===== src/rtl/bullet_motion.sv =====
// Single-bullet motion engine: spawns from the tank on fire, takes SPEED 1-pixel sub-steps
// per frame, reflects off screen edges and collisions, retires on lifetime or bounce limit.
module bullet_motion #(
  parameter int SPEED       = 2,
  parameter int LIFETIME    = 300,
  parameter int MAX_BOUNCES = 5
) (
  input  logic       Clk,
  input  logic       Reset,
  input  logic       frame_tick,
  input  logic       fire,
  input  logic [9:0] TankX,
  input  logic [9:0] TankY,
  input  logic [1:0] TankDir,
  input  logic       collisionX,
  input  logic       collisionY,
  output logic [9:0] BulletX,
  output logic [9:0] BulletY,
  output logic       bullet_active,
  output logic       despawn
);

  localparam int LW = ($clog2(LIFETIME + 1) > 9) ? $clog2(LIFETIME + 1) : 9;
  localparam int BW = ($clog2(MAX_BOUNCES + 2) > 1) ? $clog2(MAX_BOUNCES + 2) : 1;
  localparam int SW = ($clog2(SPEED + 1) > 1) ? $clog2(SPEED + 1) : 1;

  typedef enum logic [1:0] {S_IDLE, S_WAIT, S_STEP} state_t;

  state_t          r_state, w_state_nxt;
  logic [9:0]      r_x, r_y, w_x_nxt, w_y_nxt;
  // Velocities are two's complement: 2'b01 = +1, 2'b11 = -1, 2'b00 = still.
  logic [1:0]      r_dx, r_dy, w_dx_nxt, w_dy_nxt;
  logic [LW-1:0]   r_life, w_life_nxt;
  logic [BW-1:0]   r_bounces, w_bounces_nxt;
  logic [SW-1:0]   r_sub, w_sub_nxt;
  logic            r_despawn, w_despawn_nxt;
  logic            w_refl_x, w_refl_y, w_refl;

  assign w_refl_x = (r_dx != 2'b00) &&
                    (collisionX || (r_x == 10'd0   && r_dx == 2'b11)
                                || (r_x == 10'd639 && r_dx == 2'b01));
  assign w_refl_y = (r_dy != 2'b00) &&
                    (collisionY || (r_y == 10'd0   && r_dy == 2'b11)
                                || (r_y == 10'd479 && r_dy == 2'b01));
  assign w_refl   = w_refl_x || w_refl_y;

  always_ff @(posedge Clk) begin
    if (Reset) begin
      r_state   <= S_IDLE;
      r_x       <= '0;
      r_y       <= '0;
      r_dx      <= '0;
      r_dy      <= '0;
      r_life    <= '0;
      r_bounces <= '0;
      r_sub     <= '0;
      r_despawn <= 1'b0;
    end else begin
      r_state   <= w_state_nxt;
      r_x       <= w_x_nxt;
      r_y       <= w_y_nxt;
      r_dx      <= w_dx_nxt;
      r_dy      <= w_dy_nxt;
      r_life    <= w_life_nxt;
      r_bounces <= w_bounces_nxt;
      r_sub     <= w_sub_nxt;
      r_despawn <= w_despawn_nxt;
    end
  end

  always_comb begin
    w_state_nxt   = r_state;
    w_x_nxt       = r_x;
    w_y_nxt       = r_y;
    w_dx_nxt      = r_dx;
    w_dy_nxt      = r_dy;
    w_life_nxt    = r_life;
    w_bounces_nxt = r_bounces;
    w_sub_nxt     = r_sub;
    w_despawn_nxt = 1'b0;
    case (r_state)
      S_IDLE: begin
        if (fire) begin
          w_state_nxt   = S_WAIT;
          w_x_nxt       = TankX;
          w_y_nxt       = TankY;
          w_life_nxt    = LW'(LIFETIME);
          w_bounces_nxt = '0;
          w_dx_nxt      = 2'b00;
          w_dy_nxt      = 2'b00;
          case (TankDir)
            2'd0:    w_dy_nxt = 2'b11;
            2'd1:    w_dx_nxt = 2'b01;
            2'd2:    w_dy_nxt = 2'b01;
            default: w_dx_nxt = 2'b11;
          endcase
        end
      end
      S_WAIT: begin
        if (frame_tick) begin
          if (r_life <= LW'(1)) begin
            w_life_nxt    = '0;
            w_state_nxt   = S_IDLE;
            w_despawn_nxt = 1'b1;
          end else begin
            w_life_nxt  = r_life - LW'(1);
            w_sub_nxt   = SW'(SPEED);
            w_state_nxt = S_STEP;
          end
        end
      end
      S_STEP: begin
        // A reflection past the bounce budget retires the bullet where it stands.
        if (w_refl && r_bounces >= BW'(MAX_BOUNCES)) begin
          w_state_nxt   = S_IDLE;
          w_despawn_nxt = 1'b1;
        end else begin
          if (w_refl_x) w_dx_nxt = 2'b00 - r_dx;
          else          w_x_nxt  = r_x + {{8{r_dx[1]}}, r_dx};
          if (w_refl_y) w_dy_nxt = 2'b00 - r_dy;
          else          w_y_nxt  = r_y + {{8{r_dy[1]}}, r_dy};
          if (w_refl)   w_bounces_nxt = r_bounces + BW'(1);
          w_sub_nxt = r_sub - SW'(1);
          if (r_sub <= SW'(1)) w_state_nxt = S_WAIT;
        end
      end
      default: w_state_nxt = S_IDLE;
    endcase
  end

  assign BulletX       = r_x;
  assign BulletY       = r_y;
  assign bullet_active = (r_state != S_IDLE);
  assign despawn       = r_despawn;

endmodule


===== config.mk =====
export PLATFORM = sky130hd
export DESIGN_NAME = bullet_motion
export DESIGN_NICKNAME = d
export VERILOG_FILES = /design/src/rtl/bullet_motion.sv
export SDC_FILE = /design/constraint.sdc
export NUM_CORES = 1
export LEC_CHECK = 0
export ABC_AREA = 1
export CAP_MARGIN = 20
export CORE_ASPECT_RATIO = 1.4
export CORE_MARGIN = 2
export CORE_UTILIZATION = 30
export DETAILED_ROUTE_END_ITERATION = 8
export PLACE_DENSITY = 0.52
export SETUP_SLACK_MARGIN = 0.4
export SLEW_MARGIN = 30
export SYNTH_ARGS = -nofsm -noshare
export SYNTH_HDL_FRONTEND = slang
export SYNTH_SLANG_ARGS = --single-unit

===== constraint.sdc =====
create_clock -name Clk -period 2.7 [get_ports Clk]
set_input_delay 0.54 -clock Clk [delete_from_list [all_inputs] [get_ports Clk]]
set_output_delay 0.54 -clock Clk [all_outputs]
set_load 0.01 [all_outputs]

Word-level counts from Yosys, hierarchy flattened
Index checks and enable logic that the tools add are counted.
{ "op_classes": {"add_sub_neg": 7, "order_cmp": 3, "eq_ne": 20, "mux": 40, "reduce_logical": 31} }
{ "op_table": {"columns": ["cell", "n"], "rows": [
  ["$mux W10", 6],
  ["$pmux W10 S2", 2],
  ["$mux W2", 14],
  ["$mux W9", 3],
  ["$reduce_and A4 Y1", 6],
  ["$add A10 B10 Y10", 2],
  ["$logic_not A10 Y1", 2],
  ["$pmux W2 S2", 5],
  ["$ne A2 B2 Y1 const B", 9],
  ["$pmux W9 S2", 1],
  ["$reduce_bool A2 Y1", 6],
  ["$eq A10 B10 Y1 const B", 1],
  ["$eq A10 B9 Y1 const B", 1],
  ["$le A9 B1 Y1 const B", 1],
  ["$mux W3", 3],
  ["$sub A9 B1 Y9 const B", 1],
  ["$eq A2 B1 Y1 const B", 4],
  ["$eq A2 B2 Y1 const B", 4],
  ["$logic_and A1 B1 Y1", 7],
  ["$pmux W2 S3", 1],
  ["$pmux W3 S2", 1],
  ["$reduce_and A3 Y1", 2],
  ["$logic_or A1 B1 Y1", 5],
  ["$logic_not A2 Y1", 2],
  ["other kinds (9)", 12]
]} }
{ "word_totals": {"ff_bits": 41, "in_bits": 28, "elab_cells": 110} }

Longest topological paths before layout
{ "logic_depth": {"ltp_word": 9, "ltp_mapped": 15} }

Worst setup path after synthesis
No wires, ideal clock.
{ "synth_path": {"path_kind": "register to register", "start": "register r_dx[1]", "end": "register r_x[6] (netlist: BulletX[6])", "arrival_time_ps": 1970, "required_time_ps": 2630, "path_slack_ps": 660, "stages_incl_launch_ff": 9, "cell_sequence": "dfxtp_1 > inv_1 > fa_1 > o21ai_0 > a21oi_1 > xor2_1 > o21ai_0 > nand3_1 > a21oi_1"} }
{ "synth_between": {"elab_chain_len": 9, "elab_cells_between_ends": 17, "cone_classes": "add/sub: 1; eq/ne: 4; mux: 3; reduce/logical: 9"} }
{ "synth_lines": {"columns": ["element", "line", "text"], "rows": [
  ["from (decl)", "32", "logic [1:0] r_dx, r_dy, w_dx_nxt, w_dy_nxt;"],
  ["from (signal assigned)", "62", "r_dx <= w_dx_nxt;"],
  ["branches (longest 9 deep; another with $add A10 B10 Y10)", null, null],
  ["to (signal assigned)", "60", "r_x <= w_x_nxt;"],
  ["to (decl)", "30", "logic [9:0] r_x, r_y, w_x_nxt, w_y_nxt;"]
]} }
Parallel ways; which one is timed is not known. The select of a mux whose other input is x is not followed.
A chain may end at the register's enable or synchronous reset.

Final worst setup path
{ "layout_path": {"start": "register r_state[1]", "end": "output port bullet_active"} }
{ "layout_between": {"elab_chain_len": 1} }
{ "layout_lines": {"columns": ["element", "line", "text"], "rows": [
  ["from (decl)", "29", "state_t r_state, w_state_nxt;"],
  ["from (signal assigned)", "59", "r_state <= w_state_nxt;"],
  ["$reduce_bool A2 Y1", "133", "assign bullet_active = (r_state != S_IDLE);"],
  ["to (decl)", "19", "output logic bullet_active,"]
]} }
Every way passes these cells.

==> metrics.txt <==
# TYPE chip_impl_metric gauge
chip_impl_info{name="status",value="completed"} 1
chip_impl_info{name="ys.flop_type",value="sky130_fd_sc_hd__dfxtp_1"} 1
chip_impl_info{name="cts_tree",value="done"} 1
chip_impl_metric{name="postSynthRegisterBits",unit=""} 41
chip_impl_metric{name="cts_htree_levels",unit=""} 2
chip_impl_metric{name="fp.dieH",unit="µm"} 128
chip_impl_info{name="most_frequent_cells_in_the_layout",value="146 x sky130_fd_sc_hd__nand2_1, 68 x sky130_fd_sc_hd__nor2_1, 66 x sky130_fd_sc_hd__inv_1"} 1
chip_impl_metric{name="final_max_slew_viol_count",unit=""} 0
chip_impl_metric{name="syn-instance-count",unit=""} 524
chip_impl_metric{name="ys_async_sr_fraction",unit="%"} 0
chip_impl_metric{name="ant_nets",unit=""} 0
chip_impl_metric{name="floorplan.initialDensity",unit="%"} 30.7
chip_impl_metric{name="worstPathRequired",unit="ns"} 2.16
chip_impl_info{name="timing.critical_path.to_type",value="primary output"} 1
chip_impl_info{name="setup.worst_path.start_class",value="flop"} 1
chip_impl_metric{name="first_pass_iters",unit=""} 4
chip_impl_metric{name="totalNegativeSetupSlack",unit="ns"} 0
chip_impl_metric{name="clock.fmax",unit="GHz"} 0.459
chip_impl_metric{name="vias_per_cell",unit=""} 4.66
chip_impl_metric{name="internal_power",unit="mW"} 2.53
chip_impl_metric{name="leakage",unit="nW"} 1.99
chip_impl_metric{name="maximum_clock_insertion_buffer_count",unit=""} 2
chip_impl_info{name="worstSetupPathType",value="flop to primary output"} 1
chip_impl_metric{name="dp.final_hpwl",unit="µm"} 6930
chip_impl_metric{name="final_area",unit="µm²"} 4180
chip_impl_info{name="unrepaired_setup_endpoints_after_global_routing",value="false"} 1
chip_impl_metric{name="power.switching_fraction",unit="%"} 47.9
chip_impl_info{name="netlist.top_cell.by_area",value="sky130_fd_sc_hd__dfxtp_1"} 1
chip_impl_metric{name="core_region_area",unit="µm²"} 10800
chip_impl_metric{name="final.period_utilization",unit="%"} 80.8
chip_impl_metric{name="seq_power_share",unit="%"} 23.1
chip_impl_metric{name="critPathArrivalTime",unit="ns"} 1.64
chip_impl_metric{name="ff_latch_area",unit="µm²"} 823
chip_impl_metric{name="share_of_layout_cells_above_drive_strength_1",unit="%"} 5.90
chip_impl_metric{name="max_slew.worst_pin.slew",unit="ns"} 0.380
chip_impl_metric{name="synth.cell_area",unit="µm²"} 3320
chip_impl_metric{name="i_o_pin_count",unit=""} 50
chip_impl_metric{name="synth.yosys.seq_area_share",unit="%"} 24.7
chip_impl_info{name="leading_post_synthesis_cells_by_cell_area",value="sky130_fd_sc_hd__dfxtp_1 25%, sky130_fd_sc_hd__nand2_1 17%, sky130_fd_sc_hd__ha_1 12%"} 1
chip_impl_metric{name="critical_path.max_fanout",unit=""} 4
chip_impl_metric{name="p_per_area",unit="nW/µm²"} 1160
chip_impl_info{name="layout_commonest_cell",value="sky130_fd_sc_hd__nand2_1"} 1
chip_impl_metric{name="drt-initial-drc-count",unit=""} 111
chip_impl_metric{name="synth-edff-count",unit=""} 0
chip_impl_metric{name="drcViolationCount",unit=""} 0
chip_impl_metric{name="dp_cells",unit=""} 709
chip_impl_metric{name="vdd_ir_drop_max",unit="mV"} 0.401
chip_impl_metric{name="pwr-share-clk",unit="%"} 16.4
chip_impl_metric{name="period_needed",unit="ns"} 2.18
chip_impl_metric{name="n_antenna_cell",unit=""} 0
chip_impl_metric{name="worst_hold_margin",unit="ns"} 0.487
chip_impl_metric{name="worst_clock_skew",unit="ns"} 0.00649
chip_impl_metric{name="timing.slew.headroom",unit="%"} 74.5
chip_impl_metric{name="grt_first_pass_wirelength",unit="µm"} 14700
chip_impl_metric{name="proportion_of_netlist_area_held_by_the_largest_area_contributor",unit="%"} 24.7
chip_impl_metric{name="cts_inserted_buffers",unit=""} 5
chip_impl_metric{name="synth.distinct_cells",unit=""} 37
chip_impl_metric{name="placed_cell_area",unit="µm²"} 3970
chip_impl_metric{name="layout.nets",unit=""} 638
chip_impl_metric{name="timing_hold_violations_final",unit=""} 0
chip_impl_metric{name="yosysWarnings",unit=""} 0
chip_impl_info{name="worstHoldPathType",value="flop to flop"} 1
chip_impl_metric{name="tritoncts_num_sinks",unit=""} 41
chip_impl_metric{name="wire_length_per_cell",unit="µm"} 12.4
chip_impl_metric{name="grt_antenna_before_repair",unit=""} 0
chip_impl_metric{name="clk_latency",unit="ns"} 0.29
chip_impl_metric{name="rows",unit=""} 45
chip_impl_metric{name="place_congestion",unit=""} 0.870
chip_impl_metric{name="synthesis.area_per_instance",unit="µm²"} 6.33
chip_impl_metric{name="area_growth_syn_to_layout",unit="%"} 25.8
chip_impl_metric{name="grtUsageTotal",unit="%"} 15.4
chip_impl_metric{name="fin_cells",unit=""} 717
chip_impl_metric{name="layout.core_utilization",unit="%"} 38.6
chip_impl_info{name="cts.root.buffer_cell",value="sky130_fd_sc_hd__clkbuf_16"} 1
chip_impl_metric{name="drv_cap",unit=""} 0
chip_impl_metric{name="first_global_vias",unit=""} 3133
chip_impl_metric{name="drt_wl_total",unit="µm"} 8900
chip_impl_metric{name="postCtsHoldBufs",unit=""} 0
chip_impl_metric{name="power.combinational.fraction",unit="%"} 60.5
chip_impl_metric{name="number_of_fillers_in_the_final_layout",unit=""} 1173
chip_impl_metric{name="largest_net_degree_at_the_start_of_global_routing",unit=""} 21
chip_impl_metric{name="floorplan.die_area",unit="µm²"} 11900
chip_impl_metric{name="vias",unit=""} 3340
chip_impl_metric{name="syn_nets",unit=""} 587
chip_impl_metric{name="gr-total-overflow",unit=""} 0
chip_impl_metric{name="buffer_ports.inserted",unit=""} 49
chip_impl_metric{name="die_w",unit="µm"} 92.9
chip_impl_metric{name="setup_violations",unit=""} 0
chip_impl_metric{name="p_sw",unit="mW"} 2.32
chip_impl_metric{name="path_clk_slew",unit="ns"} 0.07
chip_impl_metric{name="multiInputGateArea",unit="µm²"} 2180
kinds of logic after synthesis:
group,synth area share [%]
compound gates,13.6
fa+ha+maj,13.6
buf+inv,10.1
flops,24.7
xor+xnor,4.22
simple gates,33.7
power groups by stage:
stage | registers [mW] | logic, mW | clock network [mW]
floorplan | 1.11 | 2.09 | 0
global placement | 1.13 | 2.91 | 0
detailed placement | 1.13 | 2.93 | 0
CTS | 1.12 | 2.94 | 0.822
global route | 1.16 | 3.35 | 0.835
finish | 1.12 | 2.93 | 0.796
timing repair:
item                                    in CTS  in global routing
resized for setup                            2                  7
buffers inserted                             0                  0
endpoints found under the setup margin       3                 10
layer usage:
metal  wire, µm  vias up  GRT usage, %  share of wire (%)
li1           -     1778             -                  -
met1       3810     1491          17.3                 43
met2       4620       63          29.2                 52
met3        337        8          2.69                3.8
met4        123        0          4.67                1.4
met5          0        -             0                  0
critical path, cell delays in order, from the launching register on:
cell and delay, ns:
sky130_fd_sc_hd__dfxtp_1 0.38, sky130_fd_sc_hd__inv_1 0.08, sky130_fd_sc_hd__ha_1 0.24, sky130_fd_sc_hd__inv_2 0.11, sky130_fd_sc_hd__clkdlybuf4s50_1 0.54
through the flow:
stage               power (mW)  setup slack [ns]
finish                    4.85             0.519
detailed placement        4.06             0.276
global placement          4.04             0.342
CTS                       4.88             0.411
global route              5.34             0.401
floorplan                 3.20             0.660
final cells by class:
cell class,count,area share [%]
tap,141,4.23
multi-input combinational,402,52.1
sequential,41,19.7
clock inverter,3,1.56
clock buffer,5,3.00
inverter,69,6.38
timing repair buffer,56,13.0
path summary, 6_finish.rpt:
kind / startpoint / to / slack, ns / depth (start not counted)
max: r_state[1]$_SDFFE_PP0P_ / bullet_active / 0.52 / 4
min: r_life[7]$_SDFFE_PP0P_ / r_life[7]$_SDFFE_PP0P_ / 0.49 / 2
max reg2reg: r_dy[0]$_SDFFE_PP0P_ / BulletY[8]$_SDFFE_PP0P_ / 0.59 / 10
min reg2reg: r_life[7]$_SDFFE_PP0P_ / r_life[7]$_SDFFE_PP0P_ / 0.49 / 2
Yosys cell counts, drive strengths merged, types with 4 or more instances:
cell / number
nand2: 151
nor2: 71
inv: 68
dfxtp: 41
nand3: 34
a21oi: 33
ha: 33
o21ai: 33
xor2: 9
clkbuf: 8
nand4: 7
xnor2: 7
buf: 4
or2: 4
registers in the layout, summed over array words and instances, names as in the netlist:
name	cells
r_dx	2
r_state	2
despawn	1
r_dy	2
BulletY	10
BulletX	10
r_life	9
r_bounces	3
r_sub	2
Note: power is estimated with default switching activity, not from simulation.
